--- config.mk ---
export PLATFORM = sky130hd
export DESIGN_NAME = rp_seq_ctrl
export DESIGN_NICKNAME = d
export VERILOG_FILES = /design/src/rtl/rp_seq_ctrl.sv
export SDC_FILE = /design/constraint.sdc
export NUM_CORES = 1
export LEC_CHECK = 0
export BUFFER_PORTS_ARGS = -buffer_cell sky130_fd_sc_hd__buf_2
export CORE_UTILIZATION = 45
export CTS_CLUSTER_SIZE = 14
export DETAILED_ROUTE_END_ITERATION = 7
export PLACE_DENSITY = 0.79
export SYNTH_ARGS = -nofsm -noshare
export SYNTH_HDL_FRONTEND = slang
export SYNTH_SLANG_ARGS = --single-unit
export TNS_END_PERCENT = 1
--- constraint.sdc ---
create_clock -name clk -period 1.8 [get_ports clk]
set_input_delay 0.27 -clock clk [delete_from_list [all_inputs] [get_ports clk]]
set_output_delay 0.27 -clock clk [all_outputs]
set_load 0.1 [all_outputs]
--- src/rtl/rp_seq_ctrl.sv ---
// rp_seq_ctrl: segment-sequencing controller for the pruned HDC datapath.
// It walks a segment index across the leading keep_segs segments of a
// hypervector, one per valid/ready transfer. It then drains the datapath
// pipeline and pulses done.
//
// Ports:
//   clk, rst            clock (rising edge), async active-high reset
//   en                  global enable; low freezes the pass (abort/rst still act)
//   start_bundle        request bundling pass (wins over start_compare)
//   start_compare       request comparison pass
//   keep_segs[CNT_W]    leading segments to process, sampled at start
//   seg_ready           datapath accepts current segment
//   abort               cancel the pass in progress
//   seg_idx[IDX_W]      current segment select
//   seg_valid           seg_idx is presented to the datapath
//   seg_first/seg_last  current segment is first / last kept segment
//   mode                0 = bundle, 1 = compare (latched at start)
//   busy                pass in progress (issue or drain)
//   done                one-cycle completion pulse
//
// state    | meaning
// ---------+-------------------------------------------------
// ST_IDLE  | waiting for a start request
// ST_ISSUE | presenting seg_idx, advancing on each transfer
// ST_DRAIN | waiting PIPE_LAT enabled cycles for pipeline drain
// ST_DONE  | done pulse, back to idle next edge
module rp_seq_ctrl #(
  parameter int NUM_SEG = 4,
  parameter int PIPE_LAT = 2,
  localparam int IDX_W = (NUM_SEG > 1) ? $clog2(NUM_SEG) : 1,
  localparam int CNT_W = $clog2(NUM_SEG + 1)
) (
  input  logic             clk,
  input  logic             rst,
  input  logic             en,
  input  logic             start_bundle,
  input  logic             start_compare,
  input  logic [CNT_W-1:0] keep_segs,
  input  logic             seg_ready,
  input  logic             abort,
  output logic [IDX_W-1:0] seg_idx,
  output logic             seg_valid,
  output logic             seg_first,
  output logic             seg_last,
  output logic             mode,
  output logic             busy,
  output logic             done
);

  localparam int DRAIN_W = (PIPE_LAT > 1) ? $clog2(PIPE_LAT) : 1;
  localparam logic [DRAIN_W-1:0] DRAIN_LAST = DRAIN_W'((PIPE_LAT > 0) ? PIPE_LAT - 1 : 0);
  localparam logic [CNT_W-1:0] NUM_SEG_C = CNT_W'(NUM_SEG);

  typedef enum logic [1:0] {
    ST_IDLE  = 2'd0,
    ST_ISSUE = 2'd1,
    ST_DRAIN = 2'd2,
    ST_DONE  = 2'd3
  } state_t;

  state_t             state;
  logic [CNT_W-1:0]   keep_q;
  logic [DRAIN_W-1:0] drain_cnt;
  logic [CNT_W-1:0]   keep_clamp;
  logic               at_last;

  // Clamp so the index can never run past the physical segment count.
  assign keep_clamp = (keep_segs > NUM_SEG_C) ? NUM_SEG_C : keep_segs;
  // keep_q is nonzero whenever we are in ISSUE, so keep_q-1 cannot underflow there.
  assign at_last    = (CNT_W'(seg_idx) == (keep_q - CNT_W'(1)));

  assign seg_valid = (state == ST_ISSUE);
  assign seg_first = (state == ST_ISSUE) && (seg_idx == '0);
  assign seg_last  = (state == ST_ISSUE) && at_last;
  assign busy      = (state == ST_ISSUE) || (state == ST_DRAIN);
  assign done      = (state == ST_DONE);

  always_ff @(posedge clk or posedge rst) begin
    if (rst) begin
      state     <= ST_IDLE;
      seg_idx   <= '0;
      mode      <= 1'b0;
      keep_q    <= '0;
      drain_cnt <= '0;
    end else begin
      case (state)
        ST_IDLE: begin
          if (en && (start_bundle || start_compare)) begin
            mode      <= ~start_bundle;
            keep_q    <= keep_clamp;
            seg_idx   <= '0;
            drain_cnt <= '0;
            state     <= (keep_clamp == '0) ? ST_DONE : ST_ISSUE;
          end
        end
        ST_ISSUE: begin
          if (abort) begin
            state   <= ST_IDLE;
            seg_idx <= '0;
          end else if (en && seg_ready) begin
            if (at_last) begin
              seg_idx   <= '0;
              drain_cnt <= '0;
              state     <= (PIPE_LAT == 0) ? ST_DONE : ST_DRAIN;
            end else begin
              seg_idx <= seg_idx + IDX_W'(1);
            end
          end
        end
        ST_DRAIN: begin
          if (abort) begin
            state   <= ST_IDLE;
            seg_idx <= '0;
          end else if (en) begin
            if (drain_cnt == DRAIN_LAST) begin
              state <= ST_DONE;
            end else begin
              drain_cnt <= drain_cnt + DRAIN_W'(1);
            end
          end
        end
        ST_DONE: begin
          // Leave unconditionally so done stays a single-cycle pulse.
          state   <= ST_IDLE;
          seg_idx <= '0;
        end
        default: begin
          state   <= ST_IDLE;
          seg_idx <= '0;
        end
      endcase
    end
  end

endmodule

After elaboration in Yosys (flattened, before gate mapping). Cells that the tools add are included.

Output and inout port bits: 8. Bits of input ports: 10. Word-level logic and storage cells: 63. Register bits after elaboration: 9.

$add $sub $neg: 3. Equality and inequality tests: 15. Reduce and logical (&&, ||, !) cells: 14. Mux-type cells: 24. Bitwise gates (word level): 1. Order comparisons: 1.

Operators by type and width (number): 2-to-1 mux 2 bit (13); one-hot mux 2 bit (4 select lines) (2); != test 2 bit (second input constant) (5); 2-to-1 mux 1 bit (7); AND reduction 7 bit (1); != test 3 x 2 -> 1 bit (second input constant) (2); != test 3 bit (second input constant) (2); AND reduction 5 bit (1); == test 2 bit (second input constant) (2); logical AND 1 bit (4); logical NOT 2 bit (2); != test 2 x 1 -> 1 bit (second input constant) (2); == test 2 x 3 -> 1 bit (1); > comparator 3 bit (second input constant) (1); logical NOT 3 bit (1); 2-to-1 mux 3 bit (1); one-hot mux 1 bit (3 select lines) (1); AND reduction 3 bit (1); nonzero test 3 bit (1); subtractor 3 x 1 -> 3 bit (second input constant) (1); adder 2 x 1 -> 2 bit (second input constant) (1); == test 2 x 1 -> 1 bit (second input constant) (1); logical OR 1 bit (2); AND reduction 2 bit (1); other kinds (2) (2).

Logic depth before layout (Yosys ltp).
Depth in word-level cells: 6. Gate-level depth with buffers: 6. Depth with buffers taken out: 6.

Least setup slack after synthesis. Ideal clock, no wire load.

Path type: register to output. From: reg state[1]. To: out seg_last. Required time: 1530 ps. Data arrival time: 2820 ps. Cell stages (with the launch flop): 5. Slack: -1290 ps. Buffers on the path: 0. Cells stage by stage: dfrtp_1 inv_1 ha_1 inv_1 nor2_1.

Word-level cells in the longest chain between the ends: 2.

RTL lines: start, declared (line 61) `state_t state;`; start signal, assigned (line 93) `state <= (keep_clamp == '0) ? ST_DONE : ST_ISSUE;`; start signal, assigned (line 104) `state <= (PIPE_LAT == 0) ? ST_DONE : ST_DRAIN;`; == test 2 x 1 -> 1 bit; net seg_valid (line 42) `output logic seg_valid,`; logical AND 1 bit (line 74) `assign seg_last = (state == ST_ISSUE) && at_last;`; end, declared (line 44) `output logic seg_last,`.

The timed path passes the listed nets, and every way through them passes these cells.

Final worst setup path.
From: reg keep_q[0]. To: out seg_last.

Word-level cells in the longest chain between the ends: 3.

RTL lines: start, declared (line 62) `logic [CNT_W-1:0] keep_q;`; start signal, assigned (line 90) `keep_q <= keep_clamp;`; subtractor 3 x 1 -> 3 bit (line 70) `assign at_last = (CNT_W'(seg_idx) == (keep_q - CNT_W'(1)));`; == test 2 x 3 -> 1 bit (line 70); logical AND 1 bit (line 74).

No other way between the ends.

==> results by group <==
Worst setup path
  • CP cell instances: inv_2, ha_4, xor2_4, nand3_2, nor2_4, buf_12
  • Critical Setup Path Class: register to output port
  • Critical Path End Type: output port
  • Worst Path Buf+Inv: 2
  • Worst path arrival time: 1540 ps
  • Max Fanout on Critical Path: 2
  • Critical Path Max Stage Delay: 400 ps
  • Worst path slowest cell: dfrtp_1
  • WP depth: 6
  • CP required: 1530 ps
  • CP Launch Type: register
  • Reg2reg path depth: 6
  • Delay-heaviest family, CP: flip-flops

Timing
  • Final hold vios: 0
  • Setup slack after layout: -10.7 ps
  • Final setup viols: 1
  • Fin Clk Skew: 1.90 ps
  • Hold WS: 231 ps
  • Slew Limit Headroom: 0.680
  • Max frequency: 552 MHz
  • Max Transition Viols Final: 0
  • RSZ-0062 raised after global routing: true
  • Final period util: 1.01
  • Worst-margin pin slew: 484 ps
  • Min Tclk post-route: 1810 ps

Detailed routing
  • Post-DR vias/cell: 5.40
  • DRC viols: 0
  • Initial DRC count: 8
  • WL final: 1470 um
  • Wirelength per Cell: 13.6 um
  • Routed Antenna Nets: 0
  • TritonRoute pass-1 iters: 4
  • DR vias: 583

Layout
  • Fraction of layout cells with a size suffix above 1: 0.473
  • Final #Nets: 111
  • Fill cell count: 91
  • N_diodes: 0
  • Area Growth Syn to Fin: 45.5%

Min path
  • Hold crit path type: input pin to register
  • Hold Path Stages: 2

Global route
  • Gr ovfl total: 0
  • Total Routing Usage GR: 0.221
  • Largest net degree at the start of global routing: 10
  • Vias in the first global route: 513
  • Initial antenna violation count: 0
  • First-pass GRT wire length: 2170 um

Synth
  • Post-synthesis sequential area ratio: 0.349
  • Synth Cell Area: 646 sq um
  • Total number of yosys warnings: 0
  • Flops & latches, synth: 9
  • Post-synth cell types: 25
  • Syn Inst Count: 67
  • Syn Area/Cell: 9.64 sq um
  • Mapped Nets: 84

Outcome
  • Run status: finished with violations
  • Failing checks: setup timing

Die
  • Starting Density: 0.490
  • Core ar.: 0.00132 sq mm
  • Rows: 13
  • I/O Pins: 18
  • Die height: 39.9 um
  • Die area: 0.00159 sq mm
  • Die X: 39.9 um

Clock tree
  • Root Buffer: clkbuf_4
  • Clk buf depth: 2
  • CTS Sinks: 9
  • CTS tree: built
  • CTS clk-pin slew, worst paths: 60 ps
  • # H-tree levels: 1
  • Clk_lat worst skew: 250 ps
  • TritonCTS buffer count: 3

Placed design
  • Pre-CTS setup slack: 69.3 ps
  • Placer congestion estimate: 0.866
  • HPWL after detailed placement: 1120 um
  • PortBufs: 17

Run
  • Total of max-cap violations: 0
logic make-up (layout without fill, tap and decap cells):
kind of cell,after synthesis,count (layout),share of synthesized area
AO/OA/AOI/OAI,19,19,0.215
AND/OR/NAND/NOR,17,17,0.143
flip-flops,9,9,0.349
buffers and inverters,9,35,0.0523
adder cells (fa/ha/maj),7,7,0.136
XOR/XNOR,3,3,0.0407
multiplexers,3,3,0.0640
worst register-to-register path, cell delays in order (launching register included):
cell	delay, ps
dfrtp_1	420
inv_1	120
ha_1	250
a21o_1	180
a221oi_2	280
o21ai_2	100
mux2_4	300
state kept, by name, summed over array words and instances, names as in the netlist:
register and flops:
drain_cnt 1, mode 1, state 2, keep_q 3, seg_idx 2
final timing paths:
path / start / to / slack (ps)
setup / recovery: keep_q[0] / seg_last / -10
hold / removal: start_bundle / mode / 230
setup reg to reg: state[0] / drain_cnt / 50
hold reg to reg: mode / mode / 470
max in group asynchronous: rst / seg_idx[1] / 1000
min in group asynchronous: rst / drain_cnt / 520
layout make-up:
cell class	instances	area [sq um]	share of cell area
Timing Repair Buffer	22	170	0.181
Sequential cell	9	233	0.248
Clock buffer	4	26.3	0.0280
Inverter	9	33.8	0.0360
Multi-Input combinational cell	49	458	0.487
Tap cell	15	18.8	0.0200
synth_stat cells:
master / count / share of area
a21oi_1: 4 / 0.031
a221oi_2: 1 / 0.023
and4b_4: 1 / 0.021
nor2_1: 3 / 0.017
a41o_1: 2 / 0.031
o21ai_2: 2 / 0.027
o21ai_0: 4 / 0.031
ha_1: 7 / 0.14
xor2_1: 2 / 0.027
mux2_2: 1 / 0.017
o41ai_1: 1 / 0.014
a22oi_1: 1 / 0.012
nand2_1: 5 / 0.029
nand3_1: 1 / 0.0077
mux2_4: 2 / 0.047
xnor2_1: 1 / 0.014
dfrtp_1: 9 / 0.35
o211a_1: 1 / 0.016
and2_1: 1 / 0.0097
o21ai_1: 1 / 0.0077
nand2b_1: 5 / 0.048
a21o_1: 1 / 0.012
o211ai_1: 1 / 0.012
inv_1: 9 / 0.052
nor2b_1: 1 / 0.0097
stage by stage:
stage / setup TNS [ps] / instance area [sq um] / cells / utilization
final: -10.7 / 940 / 108 / 0.713
after global routing: -87.4 / 940 / 108 / 0.713
after CTS: -2.06 / 917 / 108 / 0.696
after detailed placement: 0 / 833 / 100 / 0.632
after global placement: 0 / 833 / 100 / 0.632
after floorplan: -9.71 / 677 / 67 / -
repair_timing:
| item | in CTS | in global routing |
|---|---|---|
| gates cloned | 0 | 0 |
| buffers inserted | 3 | 0 |
| hold buffers | 1 | 0 |
| setup endpoints to repair | 1 | 2 |
| gates resized for setup | 5 | 3 |
| hold endpoints to repair | 9 | 0 |
| pin swaps | 2 | 0 |
cells in the final DEF (no fill, tap or decap), types with 3 or more instances in the layout:
master    synthesis  final
buf_2             0     14
inv_1             9      7
dfrtp_1           9      7
nand2b_1          5      5
nand2_1           5      5
o21ai_0           4      4
ha_1              7      4
buf_4             0      4
a21oi_1           4      3
clkbuf_4          0      3
buf_12            0      3
per-layer routing:
metal | track usage | part of all wire
met1 | 0.221 | 0.38
met2 | 0.395 | 0.56
met3 | 0.102 | 0.057
met4 | 0.0690 | 0.0027
met5 | 0 | 0
Power is left out: the tool's default activity adds up to more than one toggle a clock period on the data nets, which glitch-free logic cannot reach.
